### src/rtl/standby_pkg.sv
// ============================================================================
//  Module  : standby_pkg
//  Purpose : Shared state codes, segment constants and BCD segment table.
//  Rev     : 1.0  initial release
// ============================================================================
`default_nettype none

package standby_pkg;

   localparam logic [1:0] ST_OFF   = 2'd0;
   localparam logic [1:0] ST_BLINK = 2'd1;
   localparam logic [1:0] ST_STAY  = 2'd2;
   localparam logic [1:0] ST_SLEEP = 2'd3;

   localparam logic [6:0] SEG_ALL   = 7'h7F;
   localparam logic [6:0] SEG_BLANK = 7'h00;

   // Segment order is {g,f,e,d,c,b,a}; non-decimal codes stay dark.
   function automatic logic [6:0] bcd_to_seg(input logic [3:0] code);
      logic [6:0] seg;
      case (code)
         4'd0:    seg = 7'h3F;
         4'd1:    seg = 7'h06;
         4'd2:    seg = 7'h5B;
         4'd3:    seg = 7'h4F;
         4'd4:    seg = 7'h66;
         4'd5:    seg = 7'h6D;
         4'd6:    seg = 7'h7D;
         4'd7:    seg = 7'h07;
         4'd8:    seg = 7'h7F;
         4'd9:    seg = 7'h6F;
         default: seg = SEG_BLANK;
      endcase
      return seg;
   endfunction

endpackage

`default_nettype wire

### src/rtl/standby_sequencer_seg7_decode.sv
// ============================================================================
//  Module  : seg7_decode
//  Purpose : Combinational 4-bit BCD to 7-segment decoder, blank above 9.
//  Rev     : 1.0  initial release
// ============================================================================
`default_nettype none

module seg7_decode
   import standby_pkg::*;
(
   input  logic [3:0] code,
   output logic [6:0] seg
);

   always_comb begin
      seg = bcd_to_seg(code);
   end

endmodule

`default_nettype wire

### src/rtl/standby_sequencer.sv
// ============================================================================
//  Module  : standby_sequencer
//  Purpose : Power-on blink sequence, then multiplexed BCD display.
//            Optional SLEEP timeout enabled by `STANDBY_TIMEOUT_EN.
//  Rev     : 1.0  initial release
// ============================================================================
`default_nettype none

module standby_sequencer
   import standby_pkg::*;
#(
   parameter int DIGITS        = 8,
   parameter int BLINK_TOGGLES = 8,
   parameter int TIMEOUT_TICKS = 120
) (
   input  logic                  clk,
   input  logic                  rst_n,
   input  logic                  blink_tick,
   input  logic                  scan_tick,
   input  logic                  power_sw,
   input  logic [4*DIGITS-1:0]   digit_data,
   input  logic [DIGITS-1:0]     force_on,
   input  logic                  activity,
   output logic [6:0]            seg,
   output logic [DIGITS-1:0]     tube,
   output logic                  running,
   output logic                  stay,
   output logic                  sleep
);

   localparam int CNT_W  = $clog2(BLINK_TOGGLES + 1);
   localparam int SCAN_W = $clog2(DIGITS);
   localparam logic [CNT_W-1:0]  CNT_LAST  = CNT_W'(BLINK_TOGGLES - 1);
   localparam logic [SCAN_W-1:0] SCAN_LAST = SCAN_W'(DIGITS - 1);

   logic [1:0]        state_q, state_d;
   logic [CNT_W-1:0]  cnt_q, cnt_d;
   logic              phase_q, phase_d;
   logic [SCAN_W-1:0] scan_idx_q, scan_idx_d;
   logic [6:0]        seg_q, seg_d;
   logic [DIGITS-1:0] tube_q, tube_d;
   logic              running_q, running_d;
   logic              stay_q, stay_d;
   logic              sleep_q, sleep_d;
   logic [6:0]        stay_seg;

`ifdef STANDBY_TIMEOUT_EN
   localparam int TCNT_W = $clog2(TIMEOUT_TICKS + 1);
   localparam logic [TCNT_W-1:0] TCNT_LAST = TCNT_W'(TIMEOUT_TICKS - 1);
   logic [TCNT_W-1:0] tcnt_q, tcnt_d;
`else
   logic unused_timeout;
   assign unused_timeout = &{1'b0, activity, TIMEOUT_TICKS[0]};
`endif

   always_comb begin
      state_d    = state_q;
      cnt_d      = cnt_q;
      phase_d    = phase_q;
      scan_idx_d = scan_idx_q;
`ifdef STANDBY_TIMEOUT_EN
      tcnt_d     = tcnt_q;
`endif
      if (!power_sw) begin
         state_d    = ST_OFF;
         cnt_d      = '0;
         phase_d    = 1'b0;
         scan_idx_d = '0;
`ifdef STANDBY_TIMEOUT_EN
         tcnt_d     = '0;
`endif
      end else begin
         if (state_q != ST_OFF && scan_tick) begin
            scan_idx_d = (scan_idx_q == SCAN_LAST) ? '0 : scan_idx_q + 1'b1;
         end
         case (state_q)
            ST_OFF: begin
               state_d = ST_BLINK;
               cnt_d   = '0;
               phase_d = 1'b0;
            end
            ST_BLINK: begin
               if (blink_tick) begin
                  if (cnt_q == CNT_LAST) begin
                     state_d = ST_STAY;
                     cnt_d   = '0;
                     phase_d = 1'b0;
`ifdef STANDBY_TIMEOUT_EN
                     tcnt_d  = '0;
`endif
                  end else begin
                     cnt_d   = cnt_q + 1'b1;
                     phase_d = ~phase_q;
                  end
               end
            end
            ST_STAY: begin
`ifdef STANDBY_TIMEOUT_EN
               // Activity outranks a coincident blink_tick.
               if (activity) begin
                  tcnt_d = '0;
               end else if (blink_tick) begin
                  tcnt_d = tcnt_q + 1'b1;
                  if (tcnt_q == TCNT_LAST) begin
                     state_d = ST_SLEEP;
                  end
               end
`endif
            end
`ifdef STANDBY_TIMEOUT_EN
            ST_SLEEP: begin
               if (activity) begin
                  state_d = ST_STAY;
                  tcnt_d  = '0;
               end
            end
`endif
            default: state_d = ST_OFF;
         endcase
      end
   end

   seg7_decode u_decode (
      .code (digit_data[{scan_idx_d, 2'b00} +: 4]),
      .seg  (stay_seg)
   );

   // Outputs are derived from next-state values so they register together with the FSM.
   always_comb begin
      seg_d     = SEG_BLANK;
      tube_d    = '1;
      running_d = (state_d == ST_BLINK);
      stay_d    = (state_d == ST_STAY) || (state_d == ST_SLEEP);
      sleep_d   = (state_d == ST_SLEEP);
      case (state_d)
         ST_BLINK: begin
            seg_d = SEG_ALL;
            if (phase_d || force_on[scan_idx_d]) begin
               tube_d[scan_idx_d] = 1'b0;
            end
         end
         ST_STAY: begin
            seg_d              = stay_seg;
            tube_d[scan_idx_d] = 1'b0;
         end
         default: begin
            seg_d  = SEG_BLANK;
            tube_d = '1;
         end
      endcase
   end

   always_ff @(posedge clk or negedge rst_n) begin
      if (!rst_n) begin
         state_q    <= ST_OFF;
         cnt_q      <= '0;
         phase_q    <= 1'b0;
         scan_idx_q <= '0;
         seg_q      <= SEG_BLANK;
         tube_q     <= '1;
         running_q  <= 1'b0;
         stay_q     <= 1'b0;
         sleep_q    <= 1'b0;
`ifdef STANDBY_TIMEOUT_EN
         tcnt_q     <= '0;
`endif
      end else begin
         state_q    <= state_d;
         cnt_q      <= cnt_d;
         phase_q    <= phase_d;
         scan_idx_q <= scan_idx_d;
         seg_q      <= seg_d;
         tube_q     <= tube_d;
         running_q  <= running_d;
         stay_q     <= stay_d;
         sleep_q    <= sleep_d;
`ifdef STANDBY_TIMEOUT_EN
         tcnt_q     <= tcnt_d;
`endif
      end
   end

   assign seg     = seg_q;
   assign tube    = tube_q;
   assign running = running_q;
   assign stay    = stay_q;
   assign sleep   = sleep_q;

endmodule

`default_nettype wire

### config.mk
export PLATFORM = sky130hd
export DESIGN_NAME = standby_sequencer
export DESIGN_NICKNAME = d
export VERILOG_FILES = /design/src/rtl/standby_pkg.sv /design/src/rtl/standby_sequencer_seg7_decode.sv /design/src/rtl/standby_sequencer.sv
export SDC_FILE = /design/constraint.sdc
export NUM_CORES = 1
export LEC_CHECK = 0
export ABC_AREA = 1
export CORE_MARGIN = 5
export CORE_UTILIZATION = 42
export CTS_CLUSTER_SIZE = 20
export DETAILED_ROUTE_END_ITERATION = 6
export PLACE_DENSITY = 0.83
export SLEW_MARGIN = 20
export SYNTH_ARGS = -nofsm -noshare
export SYNTH_HDL_FRONTEND = slang
export SYNTH_SLANG_ARGS = --single-unit
export TNS_END_PERCENT = 1
### constraint.sdc
create_clock -name clk -period 2.42 [get_ports clk]
set_clock_uncertainty 0.2 [all_clocks]
set_input_delay 0.484 -clock clk [delete_from_list [all_inputs] [get_ports clk]]
set_output_delay 0.484 -clock clk [all_outputs]
set_load 0.02 [all_outputs]
Yosys cells after proc, flatten, opt, wreduce, memory -nomap -nowiden
Memories as Yosys holds them, arrays and structs flattened.
Cells that the tools add are included.
{"block": "classes", "addsub": 2, "order_cmp": 2, "n_eq_ne": 9, "n_shift": 1, "n_mux": 22, "n_bitwise": 2, "n_reduce_logical": 7}
{"op": "indexed part select 32 x 6 -> 4 bit", "n": 1}
{"op": "one-hot mux 8 bit (2 select lines)", "n": 1}
{"op": "one-hot mux 7 bit (2 select lines)", "n": 1}
{"op": "two-way mux 4 bit", "n": 3}
{"op": "two-way mux 3 bit", "n": 3}
{"op": "two-way mux 8 bit", "n": 1}
{"op": "inverter 8 bit", "n": 1}
{"op": "one-hot mux 4 bit (2 select lines)", "n": 1}
{"op": "equality test 2 bit, second input constant", "n": 3}
{"op": "two-way mux 2 bit", "n": 3}
{"op": "one-hot mux 2 bit (3 select lines)", "n": 1}
{"op": "two-way mux 1 bit", "n": 5}
{"op": "adder 4 x 1 -> 4 bit, second input constant", "n": 1}
{"op": "equality test 2 x 1 -> 1 bit, second input constant", "n": 2}
{"op": "equality test 4 x 3 -> 1 bit, second input constant", "n": 1}
{"op": "< comparator 3 x 4 -> 1 bit, second input constant", "n": 1}
{"op": "adder 3 x 1 -> 3 bit, second input constant", "n": 1}
{"op": "binary-select mux 1 bit (select 3 bit)", "n": 1}
{"op": "demux 1 bit (select 3 bit)", "n": 1}
{"op": "equality test 3 bit, second input constant", "n": 1}
{"op": ">= comparator 3 x 1 -> 1 bit, second input constant", "n": 1}
{"op": "!= test 3 x 1 -> 1 bit, second input constant", "n": 1}
{"op": "!= test 3 bit, second input constant", "n": 1}
{"op": "logical AND 1 bit", "n": 2}
{"op": "6 further kinds", "n": 7}
{"block": "word_totals", "regBits": 28, "rom_bits": 112, "in_bits": 46, "output_inout_bits": 18, "word_cells": 55, "mem_count": 1}
{"memory": "(no name shown)", "words": 16, "width": 7, "read_ports": 1, "rd_ports_with_merged_regs": 0, "write_ports": 0, "line_no": "standby_pkg.sv:21", "text": "case (code)"}

Longest topological paths before layout
{"block": "depth", "word_depth": 11, "mapped_depth": 18, "depth_no_buf": 17}

By module
A second synthesis with hierarchy kept.
{"block": "unflattened", "hier_cells": 279, "area_unflattened_um2": 1919.3}
{"module": "standby_sequencer", "instances": 1, "cells_per_inst": 240, "area_per_inst_um2": 1709.1}
{"module": "seg7_decode", "instances": 1, "cells_per_inst": 39, "area_per_inst_um2": 210.2}

Worst setup path after synthesis
Ideal clock, no wire load.
{"block": "synth_timing", "path_type": "register -> register", "start": "reg scan_idx_q[0]", "end": "reg seg_q[5] (netlist: seg[5])", "arrival_ps": 2385, "required_time_ps": 2142, "setup_slack_ps": -243, "stages_incl_launch_ff": 18, "n_path_buf": 2, "synth_period_minus_slack_ps": 2663, "cell_sequence": "dfrtp_1 ha_1 ha_1 or2_1 nand2_2 nand3_4 buf_6 buf_6 o211ai_2 nand2_1 nor2_4 inv_1 ha_1 inv_1 o21ai_0 nand3_1 nand3_1 a21oi_1"}
{"block": "synth_between", "elab_chain_len": 7, "elab_cells_between_ends": 8, "classes_between": "add/sub: 1; eq/ne: 1; shift: 1; mux: 4; memory: 1"}
{"element": "from (decl)", "line_no": "standby_sequencer.sv:39", "text": "logic [SCAN_W-1:0] scan_idx_q, scan_idx_d;"}
{"element": "from (signal assigned)", "line_no": "standby_sequencer.sv:171", "text": "scan_idx_q <= scan_idx_d;"}
{"element": "adder 3 x 1 -> 3 bit or equality test 3 bit (tied branches)", "line_no": "standby_sequencer.sv:74", "text": "scan_idx_d = (scan_idx_q == SCAN_LAST) ? '0 : scan_idx_q + 1'b1;"}
{"element": "two-way mux 3 bit", "line_no": "standby_sequencer.sv:74"}
{"element": "two-way mux 3 bit *", "line_no": "standby_sequencer.sv:73", "text": "if (state_q != ST_OFF && scan_tick) begin"}
{"element": "two-way mux 3 bit *", "line_no": "standby_sequencer.sv:64", "text": "if (!power_sw) begin"}
{"element": "indexed part select 32 x 6 -> 4 bit *", "line_no": "standby_sequencer.sv:124", "text": ".code (digit_data[{scan_idx_d, 2'b00} +: 4]),"}
{"element": "memory (16 x 7 bit) *"}
{"element": "one-hot mux 7 bit (2 select lines) *", "line_no": "standby_sequencer.sv:135", "text": "case (state_d)"}
{"element": "named net seg_d[5]", "line_no": "standby_sequencer.sv:40", "text": "logic [6:0] seg_q, seg_d;"}
{"element": "to (signal assigned)", "line_no": "standby_sequencer.sv:172", "text": "seg_q <= seg_d;"}
{"element": "to (decl)", "line_no": "standby_sequencer.sv:40"}
The timed path passes the listed nets; every way through them passes the cells marked *.
A chain may end at the register's enable or synchronous reset.

Final worst setup path
{"block": "layout_timing", "start": "reg scan_idx_q[0]", "end": "reg seg_q[5] (netlist: seg[5])"}
{"block": "layout_between", "elab_chain_len": 7, "elab_cells_between_ends": 8, "classes_between": "add/sub: 1; eq/ne: 1; shift: 1; mux: 4; memory: 1"}
{"element": "adder 3 x 1 -> 3 bit or equality test 3 bit (tied branches)", "line_no": "standby_sequencer.sv:74"}
{"element": "two-way mux 3 bit", "line_no": "standby_sequencer.sv:74"}
{"element": "two-way mux 3 bit *", "line_no": "standby_sequencer.sv:73"}
{"element": "two-way mux 3 bit *", "line_no": "standby_sequencer.sv:64"}
{"element": "named net scan_idx_d[0]", "line_no": "standby_sequencer.sv:39"}
{"element": "indexed part select 32 x 6 -> 4 bit *", "line_no": "standby_sequencer.sv:124"}
{"element": "memory (16 x 7 bit) *"}
{"element": "one-hot mux 7 bit (2 select lines) *", "line_no": "standby_sequencer.sv:135"}
{"element": "named net seg_d[5]", "line_no": "standby_sequencer.sv:40"}
Marked as above.

==> metrics.json <==
{
  "clock_tree": {
    "cts_inserted_buffers": 3,
    "tritoncts": "yes",
    "cts.sink_count": 28,
    "htree_num_levels": 1,
    "cts.path.max_buffers": 2,
    "clk_pin_slew_ns": 0.10,
    "ctsRootBufferMaster": "sky130_fd_sc_hd__clkbuf_8",
    "worstSkewPairLatency_ns": 0.28
  },
  "synth": {
    "synth-seq-area-share_pct": 35.35,
    "syn_nets": 330,
    "syn-instance-count": 273,
    "post_synth_instance_area_mm2": 0.002011,
    "number_of_flops_mapped_to_enable_cells_by_yosys": 0,
    "synth_top_flop_cell": "sky130_fd_sc_hd__dfrtp_1",
    "ys_ff_latch": 28,
    "synth.avg_cell_area_um2": 7.365,
    "yosysWarningCount": 0,
    "synth_cell_type_count": 33,
    "proportion_of_synthesized_flip_flops_having_asynchronous_set_or_reset_pct": 100.0
  },
  "finish": {
    "finalNonFillerCells": 426,
    "flow.area_growth_from_synthesis_pct": 59.18,
    "drive_above_1_share_pct": 29.57,
    "antenna_cells": 0,
    "layout.nets": 430,
    "finalInstanceArea_mm2": 0.003201
  },
  "floorplan": {
    "start_util_pct": 42.85,
    "coreArea_mm2": 0.004692,
    "die_height_um": 79.19,
    "placementRows": 25,
    "dieArea_mm2": 0.006271,
    "floorplan.die.width_um": 79.19,
    "boundaryPins": 64
  },
  "timing": {
    "slew_headroom_pct": 77.12,
    "min_period_over_period_pct": 112.5,
    "timing.final.ws_setup_ns": -0.3026,
    "finalHoldViolCount": 0,
    "final_period_minus_worst_setup_slack_ns": 2.723,
    "fin_tns_setup_ns": -1.630,
    "maxSlewViolCount": 0,
    "unrepaired_setup_endpoints_after_global_routing": "yes",
    "fmax_mhz": 367.3,
    "worst_pin_slew_ns": 0.3432,
    "final-setup-viol-count": 11
  },
  "power_and_ir_drop": {
    "clock_power_share_pct": 21.4,
    "net-switching-power_w": 0.0004516,
    "pwr_density_cell_mw_per_mm2": 425.3,
    "combinationalPowerShare_pct": 40.0,
    "seqPwrFrac_pct": 38.6,
    "switching_share_pct": 33.17,
    "power.static_leakage_nw": 1.499,
    "max-vdd-ir-drop_uv": 198.3,
    "cell_internal_pwr_w": 0.0009096
  },
  "grt": {
    "grt_pass1_vias": 2168,
    "grt_first_pass_wirelength_um": 9156,
    "globalRouteTotalUtil_pct": 17.95,
    "grtUsageMet1_pct": 20.97,
    "grt_start_max_net_pins": 29,
    "antenna_found_initial": 0,
    "groute.layer.met3.usage_pct": 2.948,
    "grt_most_used_layer": "met2",
    "grt_util_met2_pct": 32.66,
    "total_global_routing_overflow": 0
  },
  "setup_path": {
    "worst_ep_arrival_time_ns": 2.68,
    "worst-path-max-fanout": 4,
    "critPathKind": "reg2reg",
    "cp-end-kind": "register",
    "cp_data_required_time_ns": 2.38,
    "crit_path_start_kind": "register"
  },
  "placed_design": {
    "place.detailed.hpwl_um": 4222,
    "postPlaceCellArea_mm2": 0.002912,
    "finalWeightedCongestion": 0.8478,
    "post-place-cells": 416,
    "portBuffers": 62
  },
  "job": {
    "max_cap_violations": 0
  },
  "detailed_routing": {
    "drt_iter0_markers": 151,
    "detail_route.first_pass.iterations": 4,
    "detail_route.vias_per_cell": 5.087,
    "route.antenna.remaining_nets": 0,
    "route.detailed.drc": 0,
    "routed_wire_length_per_instance_um": 13.00,
    "finalWirelength_um": 5536,
    "routed-via-count": 2167
  },
  "hold_path": {
    "timing.hold.worst.class": "reg2reg"
  },
  "run_status": {
    "violations": "negative setup slack",
    "outcome": "finished, violations left"
  }
}
## state kept, by name, indices dropped and copies added, names as in the netlist
| name | cells |
|---|---|
| phase_q | 1 |
| seg | 7 |
| sleep | 1 |
| state_q | 2 |
| scan_idx_q | 3 |
| tube | 8 |
| cnt_q | 4 |
| running | 1 |
| stay | 1 |
## critical path, cell delays in order, from the launching register on
cell                      delay (ns)
sky130_fd_sc_hd__dfrtp_1        0.41
sky130_fd_sc_hd__ha_2           0.21
sky130_fd_sc_hd__ha_4           0.15
sky130_fd_sc_hd__or2_4          0.25
sky130_fd_sc_hd__nand2_8        0.10
sky130_fd_sc_hd__nand2_4        0.06
sky130_fd_sc_hd__nor2_4         0.13
sky130_fd_sc_hd__nand2_1        0.07
sky130_fd_sc_hd__nand3_1        0.08
sky130_fd_sc_hd__nand2_1        0.08
sky130_fd_sc_hd__nor2_4         0.18
sky130_fd_sc_hd__inv_4          0.08
sky130_fd_sc_hd__ha_1           0.19
sky130_fd_sc_hd__nand2_1        0.11
sky130_fd_sc_hd__nand3_1        0.11
sky130_fd_sc_hd__nand3_1        0.11
sky130_fd_sc_hd__a21oi_2        0.06
## layout by cell type (no fill, tap or decap), types with 8 or more instances in the layout
master                            count
sky130_fd_sc_hd__clkdlybuf4s50_1     62
sky130_fd_sc_hd__nand2_1             60
sky130_fd_sc_hd__inv_1               43
sky130_fd_sc_hd__buf_4               38
sky130_fd_sc_hd__nand3_1             27
sky130_fd_sc_hd__dfrtp_1             20
sky130_fd_sc_hd__a21oi_1             17
sky130_fd_sc_hd__nand2_2             10
sky130_fd_sc_hd__nor2_4              10
sky130_fd_sc_hd__nand4_1             10
sky130_fd_sc_hd__nor2_1               8
sky130_fd_sc_hd__dfstp_2              8
## cells by family after synthesis
logic type / synth area share [%]
AND/OR/NAND/NOR: 34.23
flip-flops: 35.35
AO/OA/AOI/OAI: 11.20
buffers and inverters: 11.95
adder cells (fa/ha/maj): 6.845
XOR/XNOR: 0.4357
## path summary, 6_finish.rpt
kind	start	endpoint	slack, ns	depth (start not counted)
max in group asynchronous	rst_n	tube[6]	1.35	2
worst max-delay path	scan_idx_q[0]	seg[5]	-0.30	16
worst min register to register	cnt_q[0]	cnt_q[0]	0.31	1
min in group asynchronous	rst_n	cnt_q[0]	0.37	2
worst max register to register	scan_idx_q[0]	seg[5]	-0.30	16
worst min-delay path	cnt_q[0]	cnt_q[0]	0.31	1
## what timing repair did
action / in CTS / in global routing
pin swaps: 23 / 8
hold buffers: 0 / 0
resized for setup: 24 / 18
gates cloned: 1 / 0
setup endpoints to repair: 15 / 16
buffers inserted: 4 / 1
## metrics by stage
step	utilization, %	hold slack, ns	worst slack, ns	total power [W]
floorplan	-	-0.01159	-0.1965	0.0007878
detailed placement	62.05	0.3015	-0.4773	0.0009904
CTS	66.43	0.3150	-0.2497	0.001331
global placement	62.05	0.2877	-0.4356	0.0009749
global route	68.21	0.3528	-0.4371	0.001437
finish	68.21	0.3125	-0.3026	0.001361
## synthesized netlist by cell type (2+ instances only)
master                     instances  area share (%)
sky130_fd_sc_hd__nor2_2            2            0.62
sky130_fd_sc_hd__nand4_1          10             3.1
sky130_fd_sc_hd__buf_2             2            0.50
sky130_fd_sc_hd__inv_2             5            0.93
sky130_fd_sc_hd__nand3_1          29             7.2
sky130_fd_sc_hd__ha_1             11             6.8
sky130_fd_sc_hd__nand2_2           6             1.9
sky130_fd_sc_hd__o21ai_0           8             2.0
sky130_fd_sc_hd__a21oi_1          19             4.7
sky130_fd_sc_hd__nor2_1           12             2.2
sky130_fd_sc_hd__o211ai_2          4             2.5
sky130_fd_sc_hd__nor2_4            5             2.8
sky130_fd_sc_hd__dfrtp_1          20              25
sky130_fd_sc_hd__inv_1            45             8.4
sky130_fd_sc_hd__dfstp_2           8              10
sky130_fd_sc_hd__nor3_1            2            0.50
sky130_fd_sc_hd__nand2_1          66              12
sky130_fd_sc_hd__buf_6             2             1.1
sky130_fd_sc_hd__nand3_2           3             1.5
## layout make-up
type / instances / area, um2
inverter: 50 / 192.7
sequential: 28 / 710.7
multi-input combinational: 188 / 1246
clock buffer: 4 / 55.05
fill: 377 / 1491
tap: 54 / 67.56
timing repair buffer: 102 / 928.4
## routing by layer
layer	part of all wire, %	wire length (um)
met5	0	0
met4	2.4	131
met3	6.4	352
met2	51	2813
met1	40	2238
## power by group through the flow
stage                     logic [W]  clock network (W)  registers [W]
final                      0.000544           0.000292       0.000525
after global routing       0.000598           0.000309       0.000531
after CTS                  0.000514           0.000292       0.000525
after detailed placement   0.000456                  0       0.000534
after global placement     0.000443                  0       0.000532
after floorplan            0.000233                  0       0.000555
Power figures use the tool's default switching activity.
